`config.mk`:
```
export PLATFORM = sky130hd
export DESIGN_NAME = mod_mul_seq
export DESIGN_NICKNAME = d
export VERILOG_FILES = /design/src/rtl/mod_mul_seq.sv
export SDC_FILE = /design/constraint.sdc
export NUM_CORES = 1
export LEC_CHECK = 0
export CAP_MARGIN = 20
export CORE_MARGIN = 2
export CORE_UTILIZATION = 40
export DETAILED_ROUTE_END_ITERATION = 12
export GPL_TIMING_DRIVEN = 0
export SLEW_MARGIN = 0
export SYNTH_ARGS = -nofsm -noshare
export SYNTH_HDL_FRONTEND = slang
export SYNTH_SLANG_ARGS = --single-unit
export TNS_END_PERCENT = 50
```
`constraint.sdc`:
```
create_clock -name clk_i -period 13.53 [get_ports clk_i]
set_clock_uncertainty 0.05 [all_clocks]
set_input_delay 1.353 -clock clk_i [delete_from_list [all_inputs] [get_ports clk_i]]
set_output_delay 1.353 -clock clk_i [all_outputs]
set_load 0.02 [all_outputs]
```
`src/rtl/mod_mul_seq.sv`:
```
// rtl/mod_mul_seq.sv - iterative interleaved modular multiplier, c = (a * b) mod q, MSB first
module mod_mul_seq #(
  parameter int W  = 23,
  parameter int CW = 5
) (
  input  logic         clk_i,
  input  logic         rstn_i,
  input  logic         valid_i,
  output logic         ready_o,
  input  logic [W-1:0] a_i,
  input  logic [W-1:0] b_i,
  input  logic [W-1:0] q_i,
  output logic         valid_o,
  input  logic         ready_i,
  output logic [W-1:0] c_o
);

  localparam logic [1:0] ST_IDLE = 2'd0;
  localparam logic [1:0] ST_BUSY = 2'd1;
  localparam logic [1:0] ST_DONE = 2'd2;

  localparam logic [CW-1:0] CNT_LOAD = CW'(W - 1);

  logic [1:0]    state_q, state_d;
  logic [CW-1:0] cnt_q, cnt_d;
  logic [W-1:0]  acc_q, acc_d;
  logic [W-1:0]  a_q, a_d;
  logic [W-1:0]  b_q, b_d;
  logic [W-1:0]  q_q, q_d;
  logic [W-1:0]  c_q, c_d;
  logic          valid_q, valid_d;

  // One W+1-bit step: double, reduce once, optionally add a, reduce once.
  // Both sums stay below 2q, so a single conditional subtract is enough and
  // q = 2^W-1 still fits in W+1 bits.
  logic [W:0]   q_ext;
  logic [W:0]   dbl;
  logic [W:0]   dbl_red;
  logic [W:0]   sum;
  logic [W:0]   sum_red;
  logic [W-1:0] step;
  logic         b_bit;

  // Datapath for the current multiplier bit.
  always_comb begin
    q_ext   = {1'b0, q_q};
    dbl     = {acc_q, 1'b0};
    dbl_red = (dbl >= q_ext) ? (dbl - q_ext) : dbl;
    sum     = dbl_red + {1'b0, a_q};
    sum_red = (sum >= q_ext) ? (sum - q_ext) : sum;
    b_bit   = b_q[cnt_q];
    step    = b_bit ? W'(sum_red) : W'(dbl_red);
  end

  // Next-state logic for the IDLE -> BUSY -> DONE handshake sequencer.
  always_comb begin
    state_d = state_q;
    cnt_d   = cnt_q;
    acc_d   = acc_q;
    a_d     = a_q;
    b_d     = b_q;
    q_d     = q_q;
    c_d     = c_q;
    valid_d = valid_q;
    case (state_q)
      ST_IDLE: begin
        if (valid_i) begin
          a_d     = a_i;
          b_d     = b_i;
          q_d     = q_i;
          acc_d   = '0;
          cnt_d   = CNT_LOAD;
          state_d = ST_BUSY;
        end
      end
      ST_BUSY: begin
        acc_d = step;
        if (cnt_q == '0) begin
          c_d     = step;
          valid_d = 1'b1;
          state_d = ST_DONE;
        end else begin
          cnt_d = cnt_q - 1'b1;
        end
      end
      ST_DONE: begin
        // c_o keeps its value after hand-off; only valid drops.
        if (ready_i) begin
          valid_d = 1'b0;
          state_d = ST_IDLE;
        end
      end
      default: begin
        valid_d = 1'b0;
        state_d = ST_IDLE;
      end
    endcase
  end

  // State registers with asynchronous abort to IDLE.
  always_ff @(posedge clk_i or negedge rstn_i) begin
    if (!rstn_i) begin
      state_q <= ST_IDLE;
      cnt_q   <= '0;
      acc_q   <= '0;
      a_q     <= '0;
      b_q     <= '0;
      q_q     <= '0;
      c_q     <= '0;
      valid_q <= 1'b0;
    end else begin
      state_q <= state_d;
      cnt_q   <= cnt_d;
      acc_q   <= acc_d;
      a_q     <= a_d;
      b_q     <= b_d;
      q_q     <= q_d;
      c_q     <= c_d;
      valid_q <= valid_d;
    end
  end

  assign ready_o = (state_q == ST_IDLE);
  assign valid_o = valid_q;
  assign c_o     = c_q;

endmodule

```
## After elaboration in Yosys (flattened, before gate mapping)

Index checks and enable logic that the tools add are counted.

| cells by class | value |
|---|---|
| add/subtract/negate cells | 4 |
| magnitude comparators | 3 |
| equal/unequal tests | 6 |
| mux-type cells | 17 |
| bitwise gates (word level) | 1 |
| reduce and logical (&&, ||, !) cells | 9 |

Operators by type and width:

| kind | count |
|---|---|
| two-way mux 23 bit | 3 |
| greater-or-equal comparator 24 x 23 -> 1 bit | 2 |
| case mux 23 bit (2 select lines) | 1 |
| adder 24 x 23 -> 24 bit | 1 |
| two-way mux 24 bit | 1 |
| subtractor 24 x 23 -> 24 bit | 1 |
| subtractor 23 bit | 1 |
| two-way mux 5 bit | 2 |
| case mux 5 bit (2 select lines) | 1 |
| AND reduction 3 bit | 3 |
| != test 2 bit (second input constant) | 4 |
| less-than comparator 5 x 6 -> 1 bit (second input constant) | 1 |
| two-way mux 2 bit | 3 |
| case mux 2 bit (3 select lines) | 1 |
| AND reduction 2 bit | 3 |
| binary-select mux 1 bit (select 5 bit) | 1 |
| logical NOT 5 bit | 1 |
| subtractor 5 x 1 -> 5 bit (second input constant) | 1 |
| two-way mux 1 bit | 3 |
| case mux 1 bit (3 select lines) | 1 |
| equality test 2 x 1 -> 1 bit (second input constant) | 1 |
| equality test 2 bit (second input constant) | 1 |
| logical NOT 2 bit | 1 |
| nonzero test 2 bit | 1 |
| NOT 1 bit | 1 |

| word-level totals | value |
|---|---|
| bits in registers | 123 |
| input port bits | 73 |
| output and inout bits | 25 |
| logic and storage cells | 48 |

## Depth between registers and ports, before layout

| logic depth | value |
|---|---|
| depth after elaboration | 7 |
| mapped depth | 31 |
| mapped depth without buffers | 29 |

## Worst setup path before layout

Ideal clock, no wire load.

| timing path | value |
|---|---|
| path type | reg2reg |
| start | reg acc_q[0] |
| end | reg acc_q[20] |
| setup time | 0.135 ns |
| data arrival time | 6.639 ns |
| setup slack | 6.706 ns |
| cell stages (with the launch flop) | 27 |
| path through | dfrtp_1 fa_1 a211oi_1 o21ai_1 a41oi_1 a31o_4 nand2_1 clkbuf_1 nor2_1 a21oi_1 ha_1 nor2b_1 o31a_1 o311a_1 o22a_1 and4b_1 or4_1 ha_1 a21o_1 a221oi_1 nand2_1 o22ai_1 o211a_2 buf_2 nor3_1 a311oi_1 o31ai_1 |

| between the ends | value |
|---|---|
| cells in the longest elaborated chain, start to end | 7 |

Ends and longest elaborated chain:

| element | RTL line | source |
|---|---|---|
| start, declared | 26 | `logic [W-1:0] acc_q, acc_d;` |
| start signal, assigned | 105 | `acc_q <= '0;` |
| start signal, assigned | 114 | `acc_q <= acc_d;` |
| subtractor 24 x 23 -> 24 bit or greater-or-equal comparator 24 x 23 -> 1 bit (tied branches) | 48 | `dbl_red = (dbl >= q_ext) ? (dbl - q_ext) : dbl;` |
| two-way mux 24 bit * | 48 |  |
| adder 24 x 23 -> 24 bit | 49 | `sum = dbl_red + {1'b0, a_q};` |
| subtractor 23 bit or greater-or-equal comparator 24 x 23 -> 1 bit (tied branches) | 50 | `sum_red = (sum >= q_ext) ? (sum - q_ext) : sum;` |
| two-way mux 23 bit | 50 |  |
| two-way mux 23 bit * | 52 | `step = b_bit ? W'(sum_red) : W'(dbl_red);` |
| case mux 23 bit (2 select lines) * | 65 | `case (state_q)` |

Every way passes the cells marked *; elsewhere a longest branch is shown, timed or not.
A chain may end at the register's enable or synchronous reset.

## Worst setup path in the final report

| timing path | value |
|---|---|
| start | reg q_q[0] |
| end | reg acc_q[7] |

| between the ends | value |
|---|---|
| cells in the longest elaborated chain, start to end | 7 |

Ends and longest elaborated chain:

| element | RTL line | source |
|---|---|---|
| start, declared | 29 | `logic [W-1:0] q_q, q_d;` |
| start signal, assigned | 117 | `q_q <= q_d;` |
| subtractor 24 x 23 -> 24 bit or greater-or-equal comparator 24 x 23 -> 1 bit (tied branches) | 48 |  |
| two-way mux 24 bit | 48 |  |
| adder 24 x 23 -> 24 bit | 49 |  |
| subtractor 23 bit or greater-or-equal comparator 24 x 23 -> 1 bit (tied branches) | 50 |  |
| two-way mux 23 bit | 50 |  |
| two-way mux 23 bit * | 52 |  |
| case mux 23 bit (2 select lines) * | 65 |  |

Marked as above.

==> out/metrics.csv <==
stage;metric;value;unit
outcome;status;complete, no violations;
clocking;cts_tree;built;
cells_and_area;fillers;2247;
grt;grt_max_degree;79;
clocking;cts_setup_buffers;0;
clocking;cts.htree.levels;4;
grt;grt_pass1_wl;48100;um
synth;synth_xor_area_frac;0.0484;
floorplan;fp.dieArea;24300;um2
route;drt_iter0_markers;671;
timing;hold_ws;0.422;ns
worst_setup_path;cp-end-kind;flop;
placed_design;gp_congestion;0.990;
cells_and_area;area_growth;21.4;%
cells_and_area;nets;1374;
grt;grt-ovfl-total;0;
worst_setup_path;crit_required;13.76;ns
floorplan;start_util;0.408;
clocking;clk_latency;0.43;ns
grt;antenna_found_initial;0;
grt;first_global_vias;8523;
floorplan;core;22600;um2
worst_setup_path;critPathLaunchType;flop;
route;route.detailed.drc;0;
timing;maxSlewHeadroom;0.357;
synth;ys_seq_area_frac;0.334;
grt;grt_usage;0.263;
synth;synthSimpleGateAreaFrac;0.204;
synth;yosys_most_used_dff;dfrtp_1;
clocking;cts_resized;0;
clocking;cts_hold_buf;0;
worst_setup_path;cp.arrival;9.26;ns
timing;maxSlewViolCount;0;
timing;finalCriticalPeriod;9.03;ns
timing;rsz0062_at_grt;false;
synth;asyncSetResetFlopFracSynth;1.00;
synth;syn-instance-count;1109;
clocking;root_buffer;clkbuf_16;
timing;hold_viol_final;0;
synth;synth_edf_count;0;
route;drt-vias-per-instance;5.76;
route;routed_wl;31100;um
synth;synth_nets;1257;
route;wl_per_cell;20.4;um
timing;worst_pin_slew;0.965;ns
run;maxCapViolCount;0;
placed_design;post-dp-hpwl;24200;um
cells_and_area;layout-drive-gt1-share;0.0581;
route;via_count;8782;
synth;synthMuxAreaShare;0.0306;
synth;netlist_area;9230;um2
clocking;clockBufferDepth;2;
worst_setup_path;r2r_slack;4.50;ns
clocking;cts_made_buffers;17;
synth;synth_warnings;0;
placed_design;dp_worst_setup_slack;4.77;ns
timing;period_share;0.668;
synth;ys_ff_latch;123;
floorplan;die_w;156;um
synth;synth-compound-area-share;0.242;
timing;fin_ws;4.50;ns
placed_design;io_buffers;97;
timing;setup_viol;0;
worst_setup_path;cp_max_fo;10;
floorplan;io_pins;98;
clocking;clkSlewWorstSetupHoldPaths;0.06;ns
route;ant_nets;0;
floorplan;die_h;156;um
synth;yosys.area_share.adder;0.104;
timing;clock.fmax;111;MHz
synth;synth.distinct_cells;75;
worst_setup_path;crit_type;flop to flop;
clocking;cts.sinks;123;
timing;setup_tns;0;ns
floorplan;rows;55;
synth;synth_top_family_by_area;compound AO/OA/AOI/OAI gates;
route;firstDrtPassIters;7;
worst_hold_path;hold_path_class;flop to flop;
synth;syn_area_per_cell;8.32;um2
[critical path: stages (launching register included)]
cell and delay (ns):
dfrtp_1 0.42, inv_1 0.16, fa_1 0.48, a211oi_1 0.37, o21ai_1 0.20, a41oi_1 0.58
a31o_4 0.30, nand2_1 0.28, clkbuf_1 0.42, a21oi_1 0.49, ha_1 0.38, a211o_1 0.31
o221a_2 0.28, o311a_1 0.18, o22a_1 0.25, and4b_1 0.21, or4_1 0.58, ha_1 0.38
nand3_1 0.10, nor2_1 0.35, o211ai_1 0.15, a31oi_1 0.37, o22ai_1 0.26, o211ai_2 0.32
nand2_4 0.17, buf_6 0.21, a211oi_1 0.48, o31ai_1 0.14
[stage by stage]
step	instances	utilization	cell area, um2
CTS	1524	0.495	11200
finish	1525	0.495	11200
global route	1524	0.495	11200
floorplan	1109	-	9230
detailed placement	1492	0.467	10600
global placement	1491	0.466	10600
[flip-flops by register name (all words and copies together) (netlist names)]
register / cells
a_q: 23
state_q: 2
acc_q: 23
q_q: 23
b_q: 23
cnt_q: 5
valid_o: 1
c_o: 23
[layer usage]
layer / global-route usage / wire length (um) / vias up
li1: - / - / 4250
met1: 0.363 / 14300 / 4120
met2: 0.411 / 13700 / 359
met3: 0.0503 / 2120 / 53
met4: 0.0970 / 986 / 0
met5: 0 / 0 / -
[cells in the final DEF (no fill, tap or decap), types with 30 or more instances in the layout]
cell	synthesis	layout
o21ai_0	75	75
inv_1	44	44
nor2_1	68	68
nand3_1	30	30
dfrtp_1	123	123
nand2_1	224	224
o31ai_1	33	33
ha_1	72	72
clkdlybuf4s50_1	0	96
a21o_1	31	31
a21oi_1	78	78
clkbuf_1	36	36
xnor2_1	36	36
[cell usage after synthesis, types with 5 or more instances]
library cell,number,area share
mux4_2,6,0.015
nor2b_1,9,0.0061
nor3_1,10,0.0054
a211oi_1,15,0.012
mux2_2,6,0.0073
o21bai_1,5,0.0041
o21ai_0,75,0.041
o31ai_1,33,0.027
dfrtp_1,123,0.33
inv_1,44,0.018
ha_1,72,0.098
mux2i_1,8,0.0087
nand2_1,224,0.091
nand3_1,30,0.016
o211ai_1,8,0.0065
o21a_1,13,0.011
nand4_1,7,0.0047
a21boi_0,5,0.0041
a21oi_1,78,0.042
and2_1,9,0.0061
and3_1,7,0.0047
a21o_1,31,0.025
xnor2_1,36,0.034
nand2b_1,9,0.0061
o31a_1,5,0.0047
clkbuf_1,36,0.015
nor4_1,6,0.0041
nor2_1,68,0.028
o211a_1,6,0.0065
nand3b_1,6,0.0049
xor2_1,15,0.014
a31oi_1,16,0.011
[cells by family (layout without fill, tap and decap cells)]
family,count (synthesis),count (layout)
simple gates,414,414
compound gates,339,339
flops,123,123
buf+inv,87,217
fa+ha+maj,75,75
xor+xnor,51,51
mux,20,20
other cells,0,1
[final cells by class]
class | instances | area, um2 | area share
Sequential cell | 123 | 3080 | 0.275
Clock inverter | 15 | 191 | 0.0171
Clock buffer | 17 | 425 | 0.0380
Multi-Input combinational cell | 899 | 5800 | 0.518
Antenna cell | 1 | 2.50 | 0.000223
Inverter | 44 | 165 | 0.0147
Timing Repair Buffer | 98 | 1000 | 0.0892
Buffer | 43 | 181 | 0.0162
Tap cell | 285 | 357 | 0.0318
[worst paths after layout]
path                         start        to  depth (start not counted)
hold / removal             b_q[13]   b_q[13]                          2
setup reg to reg            q_q[0]  acc_q[7]                         27
hold reg to reg            b_q[13]   b_q[13]                          2
max in group asynchronous   rstn_i   a_q[13]                          2
min in group asynchronous   rstn_i    q_q[4]                          1
setup / recovery            q_q[0]  acc_q[7]                         27
Power is left out: the tool's default activity adds up to more than one toggle a clock period on the data nets, which glitch-free logic cannot reach.
